--- config.mk ---
export PLATFORM = sky130hd
export DESIGN_NAME = mandelbrot_dispatcher
export DESIGN_NICKNAME = d
export VERILOG_FILES = /design/src/rtl/mandelbrot_dispatcher.sv
export SDC_FILE = /design/constraint.sdc
export NUM_CORES = 1
export LEC_CHECK = 0
export BUFFER_PORTS_ARGS = -buffer_cell sky130_fd_sc_hd__buf_2
export CORE_MARGIN = 1.5
export CORE_UTILIZATION = 30
export DETAILED_ROUTE_END_ITERATION = 7
export PLACE_DENSITY = 0.51
export SYNTH_ARGS = -nofsm -noshare
export SYNTH_HDL_FRONTEND = slang
export SYNTH_SLANG_ARGS = --single-unit
export TNS_END_PERCENT = 1
--- constraint.sdc ---
create_clock -name clk -period 4.9 [get_ports clk]
set_input_delay 0.245 -clock clk [delete_from_list [all_inputs] [get_ports clk]]
set_output_delay 0.245 -clock clk [all_outputs]
set_load 0.02 [all_outputs]
--- src/rtl/mandelbrot_dispatcher.sv ---
// Round-robin front end for NUM_ENGINES mandelbrotetron instances.
// Issues coordinates to engines in turn and returns results strictly in acceptance order.
module mandelbrot_dispatcher #(
  parameter int COORD_WIDTH = 32,
  parameter int ITER_WIDTH  = 8,
  parameter int NUM_ENGINES = 4
) (
  input  logic                               clk,
  input  logic                               nrst,
  input  logic                               in_valid,
  output logic                               in_ready,
  input  logic [COORD_WIDTH-1:0]             in_c_real,
  input  logic [COORD_WIDTH-1:0]             in_c_imag,
  output logic [NUM_ENGINES-1:0]             eng_start,
  output logic [NUM_ENGINES*COORD_WIDTH-1:0] eng_c_real,
  output logic [NUM_ENGINES*COORD_WIDTH-1:0] eng_c_imag,
  input  logic [NUM_ENGINES-1:0]             eng_valid,
  input  logic [NUM_ENGINES-1:0]             eng_is_mandelbrot,
  input  logic [NUM_ENGINES*ITER_WIDTH-1:0]  eng_iterations,
  output logic                               out_valid,
  input  logic                               out_ready,
  output logic                               out_is_mandelbrot,
  output logic [ITER_WIDTH-1:0]              out_iterations,
  output logic                               busy,
  output logic                               proto_err
);

  localparam int PTR_W = (NUM_ENGINES > 1) ? $clog2(NUM_ENGINES) : 1;

  localparam logic [1:0] ST_IDLE = 2'b00;
  localparam logic [1:0] ST_RUN  = 2'b01;
  localparam logic [1:0] ST_DONE = 2'b10;

  logic [1:0]                       state_r [NUM_ENGINES];
  logic [1:0]                       state_nx_s [NUM_ENGINES];
  logic [PTR_W-1:0]                 issue_ptr_r;
  logic [PTR_W-1:0]                 ret_ptr_r;
  logic [NUM_ENGINES-1:0]           res_mand_r;
  logic [ITER_WIDTH-1:0]            res_iter_r [NUM_ENGINES];
  logic [NUM_ENGINES-1:0]           eng_start_r;
  logic [NUM_ENGINES*COORD_WIDTH-1:0] c_real_r;
  logic [NUM_ENGINES*COORD_WIDTH-1:0] c_imag_r;
  logic                             proto_err_r;

  logic                             in_ready_s;
  logic                             out_valid_s;
  logic                             busy_s;
  logic                             accept_s;
  logic                             retire_s;
  logic [NUM_ENGINES-1:0]           start_nx_s;
  logic [NUM_ENGINES-1:0]           cap_s;
  logic [NUM_ENGINES-1:0]           err_s;

  // Pointers wrap naturally because NUM_ENGINES is a power of two; one slot pins them at zero.
  function automatic logic [PTR_W-1:0] ptr_inc(input logic [PTR_W-1:0] p);
    logic [PTR_W-1:0] r;
    if (NUM_ENGINES == 1) begin
      r = {PTR_W{1'b0}};
    end else begin
      r = p + PTR_W'(1'b1);
    end
    return r;
  endfunction

  // Handshake and status decode, from registered state only.
  always_comb begin
    in_ready_s  = (state_r[issue_ptr_r] == ST_IDLE);
    out_valid_s = (state_r[ret_ptr_r] == ST_DONE);
    accept_s    = in_valid && in_ready_s;
    retire_s    = out_valid_s && out_ready;
    busy_s      = 1'b0;
    for (int i = 0; i < NUM_ENGINES; i++) begin
      busy_s = busy_s | (state_r[i] != ST_IDLE);
    end
  end

  // Per-slot next state, result capture strobe, start pulse and protocol-error detection.
  always_comb begin
    for (int i = 0; i < NUM_ENGINES; i++) begin
      state_nx_s[i] = state_r[i];
      cap_s[i]      = 1'b0;
      start_nx_s[i] = accept_s && (issue_ptr_r == PTR_W'(i));
      err_s[i]      = eng_valid[i] && (state_r[i] != ST_RUN);
      case (state_r[i])
        ST_IDLE: begin
          if (start_nx_s[i]) begin
            state_nx_s[i] = ST_RUN;
          end else begin
            state_nx_s[i] = ST_IDLE;
          end
        end
        ST_RUN: begin
          if (eng_valid[i]) begin
            state_nx_s[i] = ST_DONE;
            cap_s[i]      = 1'b1;
          end else begin
            state_nx_s[i] = ST_RUN;
          end
        end
        ST_DONE: begin
          if (retire_s && (ret_ptr_r == PTR_W'(i))) begin
            state_nx_s[i] = ST_IDLE;
          end else begin
            state_nx_s[i] = ST_DONE;
          end
        end
        default: begin
          state_nx_s[i] = ST_IDLE;
        end
      endcase
    end
  end

  // Slot state machines and captured engine results.
  always_ff @(posedge clk or negedge nrst) begin
    if (!nrst) begin
      for (int i = 0; i < NUM_ENGINES; i++) begin
        state_r[i]    <= ST_IDLE;
        res_iter_r[i] <= {ITER_WIDTH{1'b0}};
      end
      res_mand_r <= {NUM_ENGINES{1'b0}};
    end else begin
      for (int i = 0; i < NUM_ENGINES; i++) begin
        state_r[i] <= state_nx_s[i];
        if (cap_s[i]) begin
          res_mand_r[i] <= eng_is_mandelbrot[i];
          res_iter_r[i] <= eng_iterations[i*ITER_WIDTH +: ITER_WIDTH];
        end
      end
    end
  end

  // Coordinate fields hold until the next accept into the same slot; start is a one-cycle pulse.
  always_ff @(posedge clk or negedge nrst) begin
    if (!nrst) begin
      c_real_r    <= {(NUM_ENGINES*COORD_WIDTH){1'b0}};
      c_imag_r    <= {(NUM_ENGINES*COORD_WIDTH){1'b0}};
      eng_start_r <= {NUM_ENGINES{1'b0}};
    end else begin
      for (int i = 0; i < NUM_ENGINES; i++) begin
        if (start_nx_s[i]) begin
          c_real_r[i*COORD_WIDTH +: COORD_WIDTH] <= in_c_real;
          c_imag_r[i*COORD_WIDTH +: COORD_WIDTH] <= in_c_imag;
        end
      end
      eng_start_r <= start_nx_s;
    end
  end

  // Issue/return pointers and the sticky protocol-error flag.
  always_ff @(posedge clk or negedge nrst) begin
    if (!nrst) begin
      issue_ptr_r <= {PTR_W{1'b0}};
      ret_ptr_r   <= {PTR_W{1'b0}};
      proto_err_r <= 1'b0;
    end else begin
      if (accept_s) begin
        issue_ptr_r <= ptr_inc(issue_ptr_r);
      end
      if (retire_s) begin
        ret_ptr_r <= ptr_inc(ret_ptr_r);
      end
      proto_err_r <= proto_err_r | (|err_s);
    end
  end

  assign in_ready          = in_ready_s;
  assign out_valid         = out_valid_s;
  assign busy              = busy_s;
  assign eng_start         = eng_start_r;
  assign eng_c_real        = c_real_r;
  assign eng_c_imag        = c_imag_r;
  assign out_is_mandelbrot = res_mand_r[ret_ptr_r];
  assign out_iterations    = res_iter_r[ret_ptr_r];
  assign proto_err         = proto_err_r;

endmodule

==> impl_metrics.json, run 1 <==
{
  "outcome": "complete, no violations",
  "dp_hpwl_mm": 22.0,
  "drtPass1Iterations": 4,
  "synth.largest_area_cell": "dfrtp_1",
  "syn_nets": 828,
  "die_w_um": 209,
  "path_class": "flop to flop",
  "dpl_cell_area_um2": 15000,
  "swShare": 0.371,
  "start_util": 0.305,
  "numPortBuffers": 380,
  "hold_viol_final": 0,
  "dp_slack_ns": 2.00,
  "antenna_found_initial": 1,
  "synthArstFlopShare": 1.00,
  "syn_inst": 712,
  "num_rows": 75,
  "dr.first_iter.drc_count": 383,
  "mostFrequentLayoutCells": "buf_2, dfrtp_1, mux2_4",
  "ys_seq_area_frac": 0.605,
  "layout_setup_ws_ns": 2.06,
  "period_share": 0.579,
  "yosysWarningCount": 0,
  "routed_wl_mm": 33.4,
  "whs_ns": 0.0587,
  "clk_pin_slew_ns": 0.06,
  "cts_tree": "yes",
  "fin_crit_ns": 2.84,
  "post_cts_buffers": 0,
  "ant_nets": 0,
  "max-cap-violations": 0,
  "synth_area_leaders": "dfrtp_1, mux2_4, mux2_2",
  "synth.distinct_cells": 30,
  "setup_tns_ns": 0,
  "synth_seq_cells": 309,
  "clock_power_share": 0.206,
  "dieArea_um2": 43800,
  "diodes": 0,
  "cp-start-kind": "flop",
  "clock-sinks": 309,
  "grt.total_usage": 0.153,
  "p_leak_nw": 8.25,
  "post_cts_resized": 0,
  "hold_class": "input pin to flop",
  "die_h_um": 209,
  "num_vias": 7905,
  "top_layer_used": "met5",
  "endpoint_kind": "flop",
  "slew_violations": 0,
  "clockBufferDepth": 3,
  "p_switching_mw": 4.93,
  "netlist.area_leader.share": 0.605,
  "mostFrequentLayoutCell": "buf_2",
  "p_total_mw": 13.3,
  "final_util": 0.412,
  "area_growth_pct": 35.1,
  "rsz0062_at_grt": "false",
  "drive_above_1_share": 0.611,
  "io_pins": 381,
  "cts_hold_buffers": 105,
  "cp_cell_sequence": "nor2_1, mux4_2, and3_4, buf_4, mux2_4",
  "p_int_mw": 8.35,
  "grt_max_degree": 110,
  "avgViaCountPerCell": 4.46,
  "relSlewSlack": 0.269,
  "tightestPinTransition_ns": 1.10,
  "synth_ff_type": "dfrtp_1",
  "syn_area_um2": 12800,
  "avgRoutedWirePerCell_um": 18.9,
  "stdcell_area_um2": 17300,
  "fp.coreArea_um2": 41900,
  "gr-total-overflow": 0,
  "worstPathArrival_ns": 3.25,
  "h-tree-depth": 2,
  "critPathSlowestCell": "and3_4",
  "crit_required_ns": 5.32,
  "synth_edf_count": 0,
  "placed_cells": 1603,
  "fin_skew_ns": 0.0137,
  "setup_violations": 0,
  "nNetsFinal": 1324,
  "pwr-share-comb": 0.450,
  "worstSkewPairLatency_ns": 0.54,
  "drc": 0,
  "syn_area_per_cell_um2": 17.9,
  "p_seq_frac": 0.344,
  "slowest_delay_ns": 0.92,
  "max_freq_ghz": 0.353,
  "route.met2.wl_mm": 15.2,
  "root_buffer": "clkbuf_16",
  "gp_congestion": 0.743,
  "p_per_area_nw_per_um2": 769,
  "wl_met3_mm": 2.20,
  "numCtsBuffers": 37,
  "fin_cells": 1771,
  "grt_pass1_vias": 8396,
  "critPathMaxFanout": 55,
  "grt_pass1_wl_mm": 52.2,
  "wl_met1_mm": 15.0,
  "worst_ir_drop_vdd_mv": 0.416
}
-- per-layer routing --
layer / track usage / vias to the layer above
met3: 0.0413 / 60
li1: - / 3539
met2: 0.238 / 266
met5: 0 / -
met4: 0.0587 / 2
met1: 0.205 / 4038
-- critical path, delay by kind of cell, from the launching register on --
family / cells / cell delay (ns)
AND/OR/NAND/NOR: 2 / 1.16
flip-flops: 1 / 0.40
buffers and inverters: 1 / 0.43
multiplexers: 2 / 0.68
-- synthesized netlist by cell type (5+ instances only) --
cell type and instances:
mux2_4 160, ha_1 8, dfrtp_1 309, mux2_2 134
clkbuf_1 6, nor2b_1 6, buf_2 9, inv_1 5
nor2_1 5, buf_12 16, mux4_2 11
-- area by class of cell --
type	count	area [µm²]
fill	3903	24700
sequential	309	7730
multi-input combinational	362	4590
timing repair buffer	492	3040
clock buffer	52	1080
tap	539	674
clock inverter	11	125
inverter	6	22.5
-- logic make-up (layout without fill, tap and decap cells) --
group,count (synthesis),in the layout,share of synthesized area
DFF,309,309,0.605
muxes,305,305,0.325
buffers and inverters,41,561,0.0356
and+or+nand+nor,30,30,0.0158
AOI/OAI and AO/OA,18,18,0.00959
adders and majority gates,8,8,0.00783
xor gates and xnor gates,1,1,0.000685
-- registers in the layout (all words and copies together) (netlist names) --
name / flops
eng_start: 4
res_mand_r: 4
state_r: 8
issue_ptr_r: 2
res_iter_r: 32
ret_ptr_r: 2
eng_c_imag: 128
eng_c_real: 128
proto_err: 1
-- path summary, 6_finish.rpt --
| kind | start | end | slack, ns | cells past startpoint |
|---|---|---|---|---|
| min in group asynchronous | nrst | eng_c_imag[19] | 0.39 | 2 |
| hold reg to reg | proto_err | proto_err | 0.47 | 2 |
| hold / removal | in_c_imag[3] | eng_c_imag[3] | 0.06 | 2 |
| setup / recovery | state_r[4] | eng_c_imag[43] | 2.06 | 5 |
| max in group asynchronous | nrst | issue_ptr_r[0] | 3.42 | 3 |
| setup reg to reg | state_r[4] | eng_c_imag[43] | 2.06 | 5 |
-- power groups by stage --
stage	logic (mW)	registers [mW]	clock network (mW)
4_1_cts	6.07	4.58	2.85
6_report	5.97	4.57	2.74
5_1_grt	6.34	4.75	2.93
2_1_floorplan	2.88	5.85	0
3_3_place_gp	5.93	4.58	0
3_5_place_dp	5.99	4.59	0
(Power assumes the default switching activity.)
==> run 2: changes to the inputs <==
- PLACE_DENSITY: 0.51 -> 0.53
- clock period: 4.9 -> 2.5 ns (I/O delays scaled with it)
==> impl_metrics.json, run 2 (synthesized netlist as in run 1, its figures left out) <==
{
  "avgRoutedWirePerCell_um": 18.7,
  "clock-sinks": 309,
  "clk_pin_slew_ns": 0.06,
  "worstSkewPairLatency_ns": 0.53,
  "post_cts_buffers": 0,
  "diodes": 0,
  "gp_congestion": 0.741,
  "hold_class": "input pin to asynchronous set/reset pin",
  "worstPathArrival_ns": 2.55,
  "worst_ir_drop_vdd_mv": 0.653,
  "h-tree-depth": 2,
  "cp_num_buf_inv": 1,
  "grt_pass1_wl_mm": 52.6,
  "mostFrequentLayoutCell": "buf_2",
  "dp_slack_ns": 0.332,
  "avgViaCountPerCell": 4.40,
  "post_cts_resized": 0,
  "n_fill_cell": 3886,
  "p_total_mw": 26.1,
  "hold_viol_final": 0,
  "nNetsFinal": 1346,
  "layout_setup_ws_ns": 0.366,
  "cts_tree": "yes",
  "root_buffer": "clkbuf_16",
  "drtPass1Iterations": 6,
  "routed_wl_mm": 33.6,
  "dieArea_um2": 43800,
  "slowest_delay_ns": 0.46,
  "critPathSlowestCell": "and3_4",
  "clockBufferDepth": 3,
  "fp.coreArea_um2": 41900,
  "num_rows": 75,
  "fin_crit_ns": 2.13,
  "gr-total-overflow": 0,
  "setup_violations": 0,
  "antenna_found_initial": 0,
  "whs_ns": 0.224,
  "setup_tns_ns": 0,
  "endpoint_kind": "flop",
  "numCtsBuffers": 37,
  "num_vias": 7898,
  "final_util": 0.419,
  "period_share": 0.854,
  "area_growth_pct": 37.4,
  "relSlewSlack": 0.499,
  "p_per_area_nw_per_um2": 1490,
  "numPortBuffers": 380,
  "start_util": 0.305,
  "dp_hpwl_mm": 22.8,
  "die_w_um": 209,
  "cp-start-kind": "flop",
  "mostFrequentLayoutCells": "buf_2, dfrtp_1, mux2_4",
  "cp_cell_sequence": "nor2_1, mux4_2, and3_4, buf_12, mux2_2",
  "crit_required_ns": 2.92,
  "grt.total_usage": 0.154,
  "path_class": "flop to flop",
  "max-cap-violations": 0,
  "fin_skew_ns": 0.0161,
  "grt_max_degree": 90,
  "die_h_um": 209,
  "dr.first_iter.drc_count": 354,
  "slew_violations": 0,
  "ant_nets": 0,
  "outcome": "complete, no violations",
  "max_freq_ghz": 0.469,
  "drive_above_1_share": 0.616,
  "critPathMaxFanout": 18,
  "p_leak_nw": 8.39,
  "rsz0062_at_grt": "false",
  "grt_pass1_vias": 8581,
  "path_delay_family": "multiplexers",
  "io_pins": 381,
  "drc": 0,
  "tightestPinTransition_ns": 0.749
}
-- run 2: cell count changes in the layout (fill, tap and decap cells not counted) --
cell | before | now
clkbuf_1 | 7 | 9
buf_4 | 5 | 14
buf_12 | 2 | 13
bufinv_16 | 2 | 1
clkinv_2 | 4 | 5
inv_8 | 1 | 0
dlygate4sd3_1 | 105 | 107
clkinvlp_4 | 1 | 3
-- run 2: area by class of cell --
| type | instances | area (µm²) | share of cell area |
|---|---|---|---|
| sequential | 309 | 7730 | 0.440 |
| multi-input combinational | 362 | 4590 | 0.261 |
| timing repair buffer | 514 | 3350 | 0.191 |
| clock buffer | 54 | 1090 | 0.0622 |
| tap | 539 | 674 | 0.0384 |
| clock inverter | 12 | 104 | 0.00591 |
| inverter | 6 | 22.5 | 0.00128 |
-- run 2: stage by stage --
stage               cell area [µm²]  cells
global route                  17600   1796
CTS                           17600   1796
floorplan                     12800    712
finish                        17600   1796
detailed placement            15300   1623
global placement              15300   1623
-- run 2: report_power, final --
group / leakage, nW / internal (mW) / switching [mW]
logic: 4.10 / 5.75 / 6.21
clock network: 0.581 / 3.15 / 2.13
registers: 3.70 / 7.56 / 1.34
-- run 2: per-layer routing --
layer / vias to the layer above / GRT usage / routed length, µm
li1: 3580 / - / -
met1: 4013 / 0.206 / 15200
met2: 257 / 0.243 / 15500
met3: 48 / 0.0420 / 2160
met4: 0 / 0.0510 / 731
met5: - / 0 / 0
-- run 2: worst register-to-register path: stages (launching register included) --
cell and delay [ns]:
dfrtp_1 0.40, nor2_1 0.20, mux4_2 0.34, and3_4 0.46, buf_12 0.24, mux2_2 0.38
-- run 2: final timing paths --
| kind | startpoint | to | slack [ns] | cells after the start |
|---|---|---|---|---|
| min in group clk | eng_is_mandelbrot[1] | res_mand_r[1] | 0.35 | 3 |
| min reg2reg | eng_c_real[45] | eng_c_real[45] | 0.50 | 1 |
| max reg2reg | state_r[6] | eng_c_imag[70] | 0.37 | 5 |
| min | nrst | eng_c_imag[82] | 0.22 | 2 |
| max | state_r[6] | eng_c_imag[70] | 0.37 | 5 |
| max in group asynchronous | nrst | eng_c_real[4] | 1.54 | 3 |
-- run 2: timing repair --
| action | CTS | global route |
|---|---|---|
| endpoints found under the hold margin | 379 | 0 |
| setup endpoints to repair | 0 | 0 |
| hold buffers | 107 | 0 |
==> run 3: changes to the inputs <==
==> constraint.sdc (replaced) <==
create_clock -name clk -period 2.5 [get_ports clk]
set_input_delay 0.5 -clock clk [delete_from_list [all_inputs] [get_ports clk]]
set_output_delay 0.5 -clock clk [all_outputs]
set_load 0.02 [all_outputs]
==> impl_metrics.json, run 3 (synthesized netlist as in run 1, its figures left out) <==
{
  "root_buffer": "clkbuf_16",
  "die_h_um": 209,
  "diodes": 0,
  "post_cts_buffers": 0,
  "fin_skew_ns": 0.0172,
  "drive_above_1_share": 0.675,
  "grt_use_met2": 0.235,
  "setup_violations": 0,
  "slew_violations": 0,
  "worstPathArrival_ns": 1.87,
  "cts_tree": "yes",
  "critPathMaxFanout": 7,
  "setup_tns_ns": 0,
  "period_share": 0.950,
  "grt.total_usage": 0.152,
  "dp_slack_ns": 0.323,
  "clockBufferDepth": 3,
  "fp.coreArea_um2": 41900,
  "dr.first_iter.drc_count": 306,
  "endpoint_kind": "primary output",
  "h-tree-depth": 2,
  "io_pins": 381,
  "mostFrequentLayoutCells": "buf_2, dfrtp_1, mux2_4",
  "die_w_um": 209,
  "tightestPinTransition_ns": 0.458,
  "dp_hpwl_mm": 22.9,
  "stdcell_area_um2": 16500,
  "p_total_mw": 26.1,
  "area_growth_pct": 29.3,
  "relSlewSlack": 0.695,
  "dieArea_um2": 43800,
  "antenna_found_initial": 2,
  "crit_required_ns": 2.00,
  "drtPass1Iterations": 4,
  "avgRoutedWirePerCell_um": 19.5,
  "grt_pass1_wl_mm": 51.2,
  "whs_ns": 0.172,
  "hold_class": "input pin to flop",
  "placed_cells": 1626,
  "cp-start-kind": "flop",
  "layout_setup_ws_ns": 0.126,
  "hold_viol_final": 0,
  "grt_use_met1": 0.204,
  "max_freq_ghz": 0.421,
  "dpl_cell_area_um2": 15300,
  "mostFrequentLayoutCell": "buf_2",
  "gr-total-overflow": 0,
  "num_rows": 75,
  "clock-sinks": 309,
  "nNetsFinal": 1243,
  "num_vias": 7575,
  "clk_pin_slew_ns": 0.06,
  "fin_crit_ns": 2.37,
  "path_class": "flop to primary output",
  "worst_ir_drop_vdd_mv": 0.736,
  "gp_congestion": 0.727,
  "met3_usage": 0.0425,
  "avgViaCountPerCell": 4.48,
  "drc": 0,
  "grt_max_degree": 78,
  "grt_pass1_vias": 8171,
  "start_util": 0.305,
  "outcome": "complete, no violations",
  "ant_nets": 0,
  "max-cap-violations": 0,
  "p_per_area_nw_per_um2": 1580,
  "numCtsBuffers": 37,
  "final_util": 0.394,
  "fin_cells": 1690,
  "worstSkewPairLatency_ns": 0.53,
  "grt-busiest-layer": "met2",
  "rsz0062_at_grt": "false",
  "p_leak_nw": 7.96,
  "numPortBuffers": 380,
  "routed_wl_mm": 33.0
}
==> run 3: changes by cell type in the layout (fill, tap and decap cells not counted), moves of 2 or more <==
cell,previous run,this run
clkbuf_8,6,9
clkbuf_16,39,37
clkinvlp_4,3,0
dlygate4sd3_1,107,1
bufinv_16,1,3
buf_4,14,18
dfrtp_2,0,2
dfrtp_1,309,307
clkinv_4,2,0
==> run 3: final cells by class <==
class	count	area (µm²)
Clock buffer	55	1080
Clock inverter	8	119
Fill cell	3975	25400
Inverter	6	22.5
Multi-Input combinational cell	362	4590
Sequential cell	309	7730
Tap cell	539	674
Timing Repair Buffer	411	2300
==> run 3: worst paths after layout <==
check	start	to	slack [ns]	depth (start not counted)
min in group asynchronous	nrst	eng_c_imag[14]	0.50	2
max	ret_ptr_r[0]	out_iterations[2]	0.13	3
min	eng_valid[2]	state_r[2]	0.17	2
min reg2reg	proto_err	proto_err	0.47	2
max reg2reg	state_r[2]	eng_c_imag[77]	0.38	5
max in group asynchronous	nrst	state_r[3]	1.19	3
==> run 3: worst max-delay path: stages (launching register included) <==
cell,delay [ns]
dfrtp_2,0.50
buf_12,0.18
mux4_2,0.50
buf_2,0.17
==> run 3: layer usage <==
layer	vias to the layer above	routed length [µm]
li1	3385	-
met1	3896	14900
met4	4	622
met3	44	2190
met5	-	27
met2	246	15300
==> run 3: what timing repair did <==
action,4_1_cts,5_1_grt
resized for setup,3,0
hold endpoints to repair,39,0
setup endpoints to repair,7,0
hold buffers,1,0
==> run 3: report_power, final <==
group	switching [mW]	internal [mW]	leakage [nW]
Sequential	1.37	7.56	3.70
Combinational	6.15	5.66	3.67
Clock	2.05	3.29	0.594
